[config.mk]
export PLATFORM = sky130hd
export DESIGN_NAME = pipeline_hazard_ctrl
export DESIGN_NICKNAME = d
export VERILOG_FILES = /design/src/rtl/pipeline_hazard_ctrl.sv
export SDC_FILE = /design/constraint.sdc
export NUM_CORES = 1
export LEC_CHECK = 0
export CAP_MARGIN = 20
export CELL_PAD_IN_SITES_DETAIL_PLACEMENT = 0
export CELL_PAD_IN_SITES_GLOBAL_PLACEMENT = 1
export CORE_MARGIN = 3
export CORE_UTILIZATION = 30
export DETAILED_ROUTE_END_ITERATION = 8
export PLACE_DENSITY = 0.74
export SLEW_MARGIN = 20
export SYNTH_ARGS = -nofsm -noshare
export SYNTH_HDL_FRONTEND = slang
export SYNTH_SLANG_ARGS = --single-unit
[constraint.sdc]
create_clock -name Clk -period 2.55 [get_ports Clk]
set_input_delay 0.6375 -clock Clk [delete_from_list [all_inputs] [get_ports Clk]]
set_output_delay 0.6375 -clock Clk [all_outputs]
set_load 0.01 [all_outputs]
[src/rtl/pipeline_hazard_ctrl.sv]
// pipeline_hazard_ctrl
//   Central stall/flush controller for the 5-stage pipeline. It resolves, in
//   priority order: a memory freeze while a data access is in flight, a taken
//   branch in MEM, and a load-use hazard in ID. It also keeps a sticky
//   memory-timeout flag and a saturating stall-cycle counter for debug.
//
// Ports
//   Clk, Reset                        clock (rising edge), synchronous active-high reset
//   IDEX_MemRead_in, IDEX_Rt_in       load in EX and its destination register
//   IFID_Rs_in, IFID_Rt_in            source registers of the instruction in ID
//   EXMEM_MemRead_in/MemWrite_in      load/store in MEM (a data memory access)
//   EXMEM_Branch_in, EXMEM_Zero_in    branch in MEM and its ALU zero flag
//   Mem_Ready_in                      data memory access completes this cycle
//   Mem_Req_out                       data memory request
//   PC_Write_out, PC_Src_out          PC load enable, 1 = branch target
//   IFID_Write_out                    IF/ID load enable
//   IDEX_Bubble_out                   zero ID/EX control fields
//   IFID/IDEX/EXMEM_Flush_out         clear the respective stage register
//   EXMEM_Hold_out                    EX/MEM and ID/EX keep their value
//   Mem_Timeout_out                   sticky memory-timeout error
//   Stall_Count_out                   saturating count of cycles with PC_Write_out=0
module pipeline_hazard_ctrl #(
  parameter int MEM_TIMEOUT = 15,
  parameter int CNT_W       = 16
) (
  input  logic             Clk,
  input  logic             Reset,
  input  logic             IDEX_MemRead_in,
  input  logic [4:0]       IDEX_Rt_in,
  input  logic [4:0]       IFID_Rs_in,
  input  logic [4:0]       IFID_Rt_in,
  input  logic             EXMEM_MemRead_in,
  input  logic             EXMEM_MemWrite_in,
  input  logic             EXMEM_Branch_in,
  input  logic             EXMEM_Zero_in,
  input  logic             Mem_Ready_in,
  output logic             Mem_Req_out,
  output logic             PC_Write_out,
  output logic             PC_Src_out,
  output logic             IFID_Write_out,
  output logic             IDEX_Bubble_out,
  output logic             IFID_Flush_out,
  output logic             IDEX_Flush_out,
  output logic             EXMEM_Flush_out,
  output logic             EXMEM_Hold_out,
  output logic             Mem_Timeout_out,
  output logic [CNT_W-1:0] Stall_Count_out
);

  typedef enum logic [0:0] {RUN = 1'b0, MEM_WAIT = 1'b1} state_t;

  localparam logic [7:0]       TIMEOUT_C = MEM_TIMEOUT[7:0];
  localparam logic [CNT_W-1:0] CNT_MAX   = {CNT_W{1'b1}};
  localparam logic [CNT_W-1:0] CNT_ONE   = {{(CNT_W-1){1'b0}}, 1'b1};

  state_t     state_r, state_nxt_s;
  logic [7:0] wait_cnt_r, wait_nxt_s;
  logic       timeout_set_s;
  logic       freeze_s;
  logic       acc_s, taken_s, lu_s;

  assign acc_s   = EXMEM_MemRead_in | EXMEM_MemWrite_in;
  assign taken_s = EXMEM_Branch_in & EXMEM_Zero_in;
  // r0 is hard-wired zero, so a load targeting it never creates a dependency.
  assign lu_s    = IDEX_MemRead_in & (IDEX_Rt_in != 5'd0) &
                   ((IDEX_Rt_in == IFID_Rs_in) | (IDEX_Rt_in == IFID_Rt_in));

  // Next-state logic and all combinational control outputs.
  always_comb begin
    state_nxt_s     = state_r;
    wait_nxt_s      = wait_cnt_r;
    timeout_set_s   = 1'b0;
    freeze_s        = 1'b0;
    Mem_Req_out     = 1'b0;
    PC_Write_out    = 1'b0;
    PC_Src_out      = 1'b0;
    IFID_Write_out  = 1'b0;
    IDEX_Bubble_out = 1'b0;
    IFID_Flush_out  = 1'b0;
    IDEX_Flush_out  = 1'b0;
    EXMEM_Flush_out = 1'b0;
    EXMEM_Hold_out  = 1'b0;
    if (Reset) begin
      // Reset clears every stage register and aborts any memory access.
      IFID_Flush_out  = 1'b1;
      IDEX_Flush_out  = 1'b1;
      EXMEM_Flush_out = 1'b1;
      state_nxt_s     = RUN;
      wait_nxt_s      = 8'd0;
    end else begin
      Mem_Req_out = acc_s;
      case (state_r)
        RUN: begin
          if (acc_s && !Mem_Ready_in) begin
            freeze_s    = 1'b1;
            state_nxt_s = MEM_WAIT;
            wait_nxt_s  = 8'd1;
          end else begin
            freeze_s = 1'b0;
          end
        end
        MEM_WAIT: begin
          if (Mem_Ready_in) begin
            state_nxt_s = RUN;
            wait_nxt_s  = 8'd0;
          end else if (wait_cnt_r == TIMEOUT_C) begin
            // Give up on the access: flag it and let the pipeline move on.
            timeout_set_s = 1'b1;
            state_nxt_s   = RUN;
            wait_nxt_s    = 8'd0;
          end else begin
            freeze_s   = 1'b1;
            wait_nxt_s = wait_cnt_r + 8'd1;
          end
        end
        default: begin
          state_nxt_s = RUN;
          wait_nxt_s  = 8'd0;
        end
      endcase

      // A release cycle (ready or timeout) falls through to normal priority.
      if (freeze_s) begin
        EXMEM_Hold_out = 1'b1;
      end else if (taken_s) begin
        PC_Src_out      = 1'b1;
        PC_Write_out    = 1'b1;
        IFID_Flush_out  = 1'b1;
        IDEX_Flush_out  = 1'b1;
        EXMEM_Flush_out = 1'b1;
      end else if (lu_s) begin
        IDEX_Bubble_out = 1'b1;
      end else begin
        PC_Write_out   = 1'b1;
        IFID_Write_out = 1'b1;
      end
    end
  end

  // FSM state and memory-wait cycle counter.
  always_ff @(posedge Clk) begin
    if (Reset) begin
      state_r    <= RUN;
      wait_cnt_r <= 8'd0;
    end else begin
      state_r    <= state_nxt_s;
      wait_cnt_r <= wait_nxt_s;
    end
  end

  // Sticky timeout flag, cleared only by Reset.
  always_ff @(posedge Clk) begin
    if (Reset) begin
      Mem_Timeout_out <= 1'b0;
    end else if (timeout_set_s) begin
      Mem_Timeout_out <= 1'b1;
    end else begin
      Mem_Timeout_out <= Mem_Timeout_out;
    end
  end

  // Saturating count of cycles in which the PC did not advance.
  always_ff @(posedge Clk) begin
    if (Reset) begin
      Stall_Count_out <= '0;
    end else if (!PC_Write_out && (Stall_Count_out != CNT_MAX)) begin
      Stall_Count_out <= Stall_Count_out + CNT_ONE;
    end else begin
      Stall_Count_out <= Stall_Count_out;
    end
  end

endmodule
==> results of run 1 <==
cell type report:
| type | instances | area share |
|---|---|---|
| timing repair buffer | 67 | 0.263 |
| multi-input combinational | 150 | 0.441 |
| clock buffer | 4 | 0.0242 |
| tap | 67 | 0.0369 |
| inverter | 3 | 0.00496 |
| sequential | 26 | 0.229 |
logic make-up after synthesis:
logic type,count (synthesis),share of synthesized area
xor+xnor,14,0.0801
buf+inv,14,0.0507
mux,3,0.0221
flops,26,0.340
simple gates,91,0.320
fa+ha+maj,2,0.0164
compound gates,40,0.171
layer usage:
layer | track usage | vias to the layer above | part of all wire
met4 | 0.0498 | 0 | 0.021
met1 | 0.183 | 727 | 0.48
met5 | 0 | - | 0
met2 | 0.202 | 43 | 0.45
met3 | 0.0232 | 7 | 0.052
li1 | - | 813 | -
worst min path at each step:
stage                                             to                        startpoint  slack (ns)  cells after the start
finish                  Mem_Timeout_out$_SDFFE_PP0P_      Mem_Timeout_out$_SDFFE_PP0P_        0.49                      2
global route        Stall_Count_out[13]$_SDFFE_PP0P_  Stall_Count_out[13]$_SDFFE_PP0P_        0.53                      2
CTS                     Mem_Timeout_out$_SDFFE_PP0P_      Mem_Timeout_out$_SDFFE_PP0P_        0.50                      2
detailed placement      Mem_Timeout_out$_SDFFE_PP0P_      Mem_Timeout_out$_SDFFE_PP0P_        0.47                      2
global placement        Mem_Timeout_out$_SDFFE_PP0P_      Mem_Timeout_out$_SDFFE_PP0P_        0.46                      2
floorplan                 wait_cnt_r[7]$_SDFFE_PP0P_        wait_cnt_r[7]$_SDFFE_PP0P_        0.46                      2
state kept, by name, summed over array words and instances, names as in the netlist:
name	flops
Mem_Timeout_out	1
Stall_Count_out	16
state_r	1
wait_cnt_r	8
through the flow:
step / instances / utilization / TNS [ns]
after global placement: 312 / 0.450 / -8.53
after global routing: 317 / 0.471 / -0.000231
after CTS: 317 / 0.463 / -0.0903
after detailed placement: 312 / 0.450 / -8.87
after floorplan: 190 / - / 0
final: 317 / 0.471 / 0
power by group through the flow:
stage	combinational [mW]	sequential [mW]	clock, mW
2_1_floorplan	0.0735	0.430	0
3_3_place_gp	0.161	0.429	0
3_5_place_dp	0.161	0.430	0
4_1_cts	0.161	0.420	0.283
5_1_grt	0.175	0.422	0.299
6_report	0.158	0.420	0.270
layout by cell type, fill, tap and decap left out, types with 5 or more instances in the layout:
| cell type | instances |
|---|---|
| dfxtp_1 | 26 |
| nor2_1 | 24 |
| clkdlybuf4s50_1 | 20 |
| buf_4 | 19 |
| xor2_1 | 14 |
| a21oi_1 | 13 |
| dlymetal6s2s_1 | 12 |
| nand3_1 | 11 |
| nand2_1 | 8 |
| and3_1 | 8 |
| o31ai_1 | 6 |
| buf_2 | 6 |
| or4_1 | 5 |
| or3_1 | 5 |
| dlygate4sd2_1 | 5 |
critical path: stages:
cell	delay (ns)
buf_2	0.11
or4_4	0.52
o21ai_2	0.14
nand2b_4	0.15
o21ba_4	0.17
buf_6	0.10
cells in the mapped netlist, drive strengths merged, types with 4 or more instances:
cell / count
a21oi: 14
and3: 8
buf: 7
clkbuf: 4
dfxtp: 26
nand2: 8
nand3: 11
nand4: 4
nor2: 24
nor2b: 4
nor3: 6
nor4: 5
o21ai: 6
o31ai: 6
or3: 5
or4: 6
xor2: 14
timing repair:
action | 4_1_cts | 5_1_grt
setup endpoints to repair | 19 | 9
buffers inserted | 1 | 0
gates resized for setup | 48 | 24
pin swaps | 7 | 14
==> run metrics, run 1 <==
run status=finished clean; CTS tree=built; drc violations=0; FF-to-FF path depth=8; Max VDD drop=0.171 mV; syn_nets=215; Top FF cell, synth=dfxtp_1; IO Port Bufs=48; Avg Cell Area, Syn=8.05 um^2; first-pass GRT wire length=6720 um; Overall Power=847 uW; YS warnings=0; Final ANT Viol Nets=0; Die Wd=77.4 um; Placer Congestion=0.769; combinational power share=0.186; dpl ws=-0.678 ns; Worst Path Arrival=1.83 ns; via density per instance=5.02; mapped cell area=1530 um^2; CTS buffer count=3; Critical path destination=PC_Write_out; sequential share of power=0.495; worst-margin pin slew=0.314 ns; final setup vio count=0; Total Routing Usage GR=0.132; vias in the first global route=1,473; Finished Cell Area=2270 um^2; crit path kind=in -> out; worst reg2reg path endpoint=Stall_Count_out[10]$_SDFFE_PP0P_; Worst EP required=1.91 ns; DR vias=1,590; clk buf depth=2; max-slew violation total from the final report=0; flops & latches, synth=26; Wirelength per Cell=12.2 um; Rel. slew slack=0.789; Setup crit start=IDEX_Rt_in[2]; crit path launch type=input port; Yosys top cell area share=0.340; Multi-input gate area=1000 um^2; CORE AREA=4820 um^2; Starting DRT DRC Count=114; final WL=3870 um; number of max-cap violations=0; Ports=49; minimum clock period=2.47 ns; clk_lat worst skew=0.27 ns; Area growth, synth to finish=48.4%; CTS Hold Buffers Added=0; leakage=0.962 nW; DP HPWL=2910 um; Fillers=490; FMAX=406 MHz; Sink Count=26; Switching Share=0.253; starting density of the core=0.318; critical path capture point type=output pin; DRT Pass-1 Iters=4; area post-placement=2170 um^2; final hold vios=0; CTS H-tree lvls=1; grt total ovfl=0; net load switching power=215 uW; Yosys cell types=39; Int Pwr=633 uW; CP max FO=2; pin count of the biggest net entering global routing=30; Final WS setup=0.0846 ns; Layout Skew=0.00750 ns; Async SR Flop Fraction=0; PwrDens=373 nW/um^2; share of cells above drive strength 1=0.208; Period Utilization, post-route=0.967; dominant cells by area after synthesis=dfxtp_1 34%, xor2_1 8.0%, nor2_1 5.9%; # diodes=0; cell taking the most area after synthesis=dfxtp_1; FF+latch area=520 um^2; worst r2r src=wait_cnt_r[0]$_SDFFE_PP0P_; die area=5990 um^2; reg2reg setup slack=0.34 ns; Vert. Die Dim=77.4 um; minimum hold slack=0.490 ns; CTS root buf=clkbuf_8; HP Class=reg -> reg; Final nets=276; initial antenna violation count=0; register area share after synthesis=0.340; Cells after Synth=190; Clock Power Share=0.319; EDFF count, synth=0; cell row count=25; Worst-path clk slew=0.09 ns
Power figures use the tool's default switching activity.
==> inputs of run 2 (changes only) <==
- REMOVE_ABC_BUFFERS: unset -> 1
==> run 2 against run 1 <==
Net effect:
- via count down 4.0%
- clock skew down 0.0026 ns
- core utilization rose by 0.13 points
- cell count fell by 0.95%
- routed wire length rose by 0.21%
- critical path depth unchanged
- critical path type unchanged
- highest routed layer unchanged
==> run metrics, run 2 (synthesis results as in run 1) <==
Max VDD drop=0.194 mV; CP delay by family, top=buffers and inverters; Rel. slew slack=0.794; Int Pwr=603 uW; net load switching power=205 uW; Layout Skew=0.00486 ns; final WL=3880 um; max incr delay on CP=0.48 ns; Detail Route met2 WL=1900 um; flip-flop count of the largest register after layout=16; WHS Endpoint=Mem_Timeout_out$_SDFFE_PP0P_; leakage=0.934 nW; Area growth, synth to finish=48.8%; initial antenna violation count=0; biggest regs=Stall_Count_out x16, wait_cnt_r x8; area post-placement=2150 um^2; CP max FO=4; Fillers=513; final setup vio count=0; CTS buffer count=3; Worst Path Arrival=1.85 ns; RSZ-0062 raised after global routing=true; Final nets=274; commonest non-fill, non-tap cell in the layout=dfxtp_1; Clock Power Share=0.283; Final ANT Viol Nets=0; pin count of the biggest net entering global routing=30; dpl cells=309; run status=finished clean; number of max-cap violations=0; PwrDens=355 nW/um^2; vias in the first global route=1,471; Die Wd=77.4 um; uppermost layer routed=met4; Bufs and invs on worst path=3; drc violations=0; non-filler cells, final=314; hold path start=Mem_Timeout_out$_SDFFE_PP0P_; reg2reg setup slack=0.37 ns; Worst EP required=1.91 ns; FF-to-FF path depth=8; grt total ovfl=0; hold depth=2; minimum clock period=2.49 ns; CTS tree=built; Switching Share=0.254; DRT Pass-1 Iters=4; Starting DRT DRC Count=82; clk_lat worst skew=0.26 ns; DP HPWL=2920 um; final hold vios=0; CTS root buf=clkbuf_8; CORE AREA=4820 um^2; Worst-path clk slew=0.09 ns; starting density of the core=0.318; DR vias=1,527; worst r2r src=wait_cnt_r[0]$_SDFFE_PP0P_; DRT met1 WL=1770 um; cell row count=25; combinational power share=0.198; Finished Cell Area=2280 um^2; crit path launch type=input port; IO Port Bufs=48; worst reg2reg path endpoint=Stall_Count_out[10]$_SDFFE_PP0P_; FMAX=402 MHz; minimum hold slack=0.488 ns; Ports=49; Final Util=0.473; clk buf depth=2; Vert. Die Dim=77.4 um; length of routed met3 wiring=194 um; Period Utilization, post-route=0.976; Placer Congestion=0.741; Total Routing Usage GR=0.131; Sink Count=26; die area=5990 um^2; CP cell instances=clkdlybuf4s50_1 -> nor2_1 -> buf_4 -> a21o_4 -> o21ba_4 -> buf_6; crit path kind=in -> out; via density per instance=4.86; worst-margin pin slew=0.309 ns; CTS H-tree lvls=1; Biggest register=Stall_Count_out; Wirelength per Cell=12.4 um; commonest non-fill, non-tap cells in the layout=26 x dfxtp_1, 24 x nor2_1, 22 x clkdlybuf4s50_1; slowest CP cell=clkdlybuf4s50_1; HP Class=reg -> reg; first-pass GRT wire length=6580 um; CTS Hold Buffers Added=0; # diodes=0; critical path capture point type=output pin; Overall Power=808 uW; max-slew violation total from the final report=0; share of cells above drive strength 1=0.194; sequential share of power=0.519
## run 2: changes by cell type in the layout (fill, tap and decap cells not counted), sizes merged
| cell | previous run | this run |
|---|---|---|
| clkdlybuf4s50 | 20 | 22 |
| dlygate4sd2 | 5 | 7 |
| clkdlybuf4s15 | 0 | 2 |
| buf | 26 | 22 |
| clkbuf | 8 | 5 |
| dlymetal6s2s | 12 | 10 |
## run 2: worst reg2reg max path, stage by stage, from the launching register on
cell and delay (ns):
dfxtp_1 0.32, ha_1 0.21, and3_1 0.20, nand3_1 0.15
a21o_4 0.17, o21ba_4 0.16, buf_4 0.22, nor4_2 0.31
mux2_2 0.35
## run 2: layout make-up
type	instances	area (um^2)	share of cell area
inverter	3	11.3	0.00495
multi-input combinational	150	1020	0.446
tap	67	83.8	0.0368
timing repair buffer	65	604	0.265
clock buffer	3	41.3	0.0181
sequential	26	520	0.229
## run 2: worst max path at each step
stage                     depth (start not counted)                            start                              end  slack (ns)
after floorplan                                   5  Stall_Count_out[6]$_SDFFE_PP0P_  Stall_Count_out[9]$_SDFFE_PP0P_        0.04
after global placement                            8                    IDEX_Rt_in[2]                   IFID_Write_out       -0.64
after detailed placement                          6                    IDEX_Rt_in[1]                     PC_Write_out       -0.66
after CTS                                         7                    IFID_Rt_in[4]                   IFID_Write_out       -0.08
after global routing                              5       wait_cnt_r[6]$_SDFFE_PP0P_                   IFID_Flush_out       -0.03
final                                             6                     Mem_Ready_in                     PC_Write_out        0.06
## run 2: per-stage QoR
step           setup TNS [ns]  setup slack, ns
2_1_floorplan               0           0.0449
3_3_place_gp            -7.98           -0.640
3_5_place_dp            -8.05           -0.664
4_1_cts               -0.0759          -0.0751
5_1_grt                -0.111          -0.0345
6_report                    0           0.0604
## run 2: repair_timing
item / 4_1_cts / 5_1_grt
pin swaps: 7 / 16
resized for setup: 43 / 23
setup endpoints to repair: 18 / 15
setup buffers: 1 / 1
endpoints found under the hold margin: 0 / 0
## run 2: layer usage
layer,vias to the layer above,track usage
li1,806,-
met1,686,0.167
met2,33,0.225
met3,2,0.0290
met4,0,0.0320
met5,-,0
## run 2: power groups by stage
| stage | clock network, mW | logic (mW) | registers [mW] |
|---|---|---|---|
| final | 0.228 | 0.160 | 0.419 |
| after global routing | 0.255 | 0.178 | 0.421 |
| after CTS | 0.243 | 0.159 | 0.420 |
| after detailed placement | 0 | 0.158 | 0.429 |
| after global placement | 0 | 0.158 | 0.429 |
| after floorplan | 0 | 0.0590 | 0.430 |
==> inputs of run 3 (changes only) <==
- CORE_ASPECT_RATIO: unset -> 1.5
==> run 3 against run 2 <==
Net effect:
- worst setup slack improved by 0.0056 ns
- first-iteration DRC count increased by 3.7%
- routed wire length is 1.9% higher
- sequential share of layout area increased by 0.088 points
- clock power is 19% higher
- sequential power is essentially flat
- hold slack lost 0.0081 ns
- die area grew 0.29%
- non-clock buffer count decreased by 2
- global-route usage up 0.79 points
- core utilization down 0.86 points
- combinational power is 3% lower
==> run metrics, run 3 (synthesis results as in run 1) <==
RSZ-0062 raised after global routing=false; CP cell instances=buf_2 -> or4_4 -> o21ai_4 -> nand2b_4 -> o21ba_4 -> buf_6; reg2reg setup slack=0.29 ns; combinational power share=0.183; first-pass GRT wire length=6850 um; Die Wd=64.3 um; Max VDD drop=0.164 mV; Starting DRT DRC Count=85; final setup vio count=0; slowest CP cell=or4_4; Vert. Die Dim=93.5 um; IO Port Bufs=48; minimum clock period=2.48 ns; Final WS setup=0.0660 ns; Final nets=272; commonest non-fill, non-tap cell in the layout=dfxtp_1; Overall Power=846 uW; sequential share of power=0.496; net load switching power=215 uW; Clock Power Share=0.320; cell row count=31; die area=6010 um^2; starting density of the core=0.313; max incr delay on CP=0.54 ns; minimum hold slack=0.480 ns; clk buf depth=2; Area growth, synth to finish=48.2%; CTS H-tree lvls=1; Placer Congestion=0.739; vias in the first global route=1,534; DRT Pass-1 Iters=5; final WL=3950 um; grt total ovfl=0; flip-flop count of the largest register after layout=16; biggest regs=Stall_Count_out x16, wait_cnt_r x8; Biggest register=Stall_Count_out; # diodes=0; max-slew violation total from the final report=0; Wirelength per Cell=12.7 um; initial antenna violation count=0; drc violations=0; PwrDens=373 nW/um^2; FMAX=403 MHz; final hold vios=0; Total Routing Usage GR=0.139; CTS tree=built; run status=finished clean; crit path kind=in -> out; DR vias=1,575; Worst-path clk slew=0.09 ns; pin count of the biggest net entering global routing=30; Final ANT Viol Nets=0; leakage=0.937 nW; Sink Count=26; worst-margin pin slew=0.416 ns; share of cells above drive strength 1=0.207; crit path launch type=input port; dpl ws=-0.707 ns; Worst Path Arrival=1.85 ns; Period Utilization, post-route=0.974; HP Class=reg -> reg; CTS buffer count=3; Rel. slew slack=0.721; Layout Skew=0.00771 ns; Worst EP required=1.91 ns; DP HPWL=2960 um; CTS root buf=clkbuf_8; Int Pwr=631 uW; via density per instance=5.05; clk_lat worst skew=0.27 ns; Ports=49; Switching Share=0.254; critical path capture point type=output pin; non-filler cells, final=312; number of max-cap violations=0; CORE AREA=4890 um^2; dpl cells=306; CP max FO=2; Final Util=0.464; commonest non-fill, non-tap cells in the layout=26 x dfxtp_1, 22 x nor2_1, 22 x clkdlybuf4s50_1
-- run 3: power by group through the flow --
stage	logic, mW	registers (mW)	clock network (mW)
floorplan	0.0590	0.430	0
global placement	0.155	0.429	0
detailed placement	0.154	0.429	0
CTS	0.153	0.420	0.288
global route	0.172	0.421	0.296
finish	0.155	0.420	0.271
-- run 3: final cells by class --
cell class | instances | area [um^2]
tap | 66 | 82.6
inverter | 3 | 11.3
sequential | 26 | 520
fill | 528 | 2620
clock buffer | 4 | 55.1
timing repair buffer | 63 | 577
multi-input combinational | 150 | 1020
-- run 3: critical path: cells and delay by family --
| kind | cells | cell delay, ns |
|---|---|---|
| and+or+nand+nor | 2 | 0.69 |
| buffers and inverters | 2 | 0.20 |
| AOI/OAI and AO/OA | 2 | 0.31 |
-- run 3: routing by layer --
| layer | routed length [um] | global-route usage | part of all wire | vias to the layer above |
|---|---|---|---|---|
| li1 | - | - | - | 806 |
| met1 | 1640 | 0.163 | 0.42 | 724 |
| met2 | 2100 | 0.256 | 0.53 | 43 |
| met3 | 177 | 0.0180 | 0.045 | 2 |
| met4 | 29 | 0.0476 | 0.0073 | 0 |
| met5 | 0 | 0 | 0 | - |
-- run 3: final timing paths --
| kind | cells after the start | startpoint | to |
|---|---|---|---|
| worst max-delay path | 6 | IDEX_Rt_in[1] | PC_Write_out |
| worst min-delay path | 2 | Mem_Timeout_out$_SDFFE_PP0P_ | Mem_Timeout_out$_SDFFE_PP0P_ |
| worst max register to register | 8 | wait_cnt_r[1]$_SDFFE_PP0P_ | Stall_Count_out[9]$_SDFFE_PP0P_ |
| worst min register to register | 2 | Mem_Timeout_out$_SDFFE_PP0P_ | Mem_Timeout_out$_SDFFE_PP0P_ |
-- run 3: through the flow --
stage,setup TNS (ns),cell area [um^2]
after floorplan,0,1460
after global placement,-8.10,2130
after detailed placement,-8.14,2130
after CTS,-0.0959,2180
after global routing,0,2270
final,0,2270
-- run 3: what timing repair did --
item / in CTS / in global routing
setup endpoints to repair: 18 / 13
pin swaps: 7 / 18
gates resized for setup: 52 / 25
buffers inserted: 0 / 2
hold buffers: 0 / 0
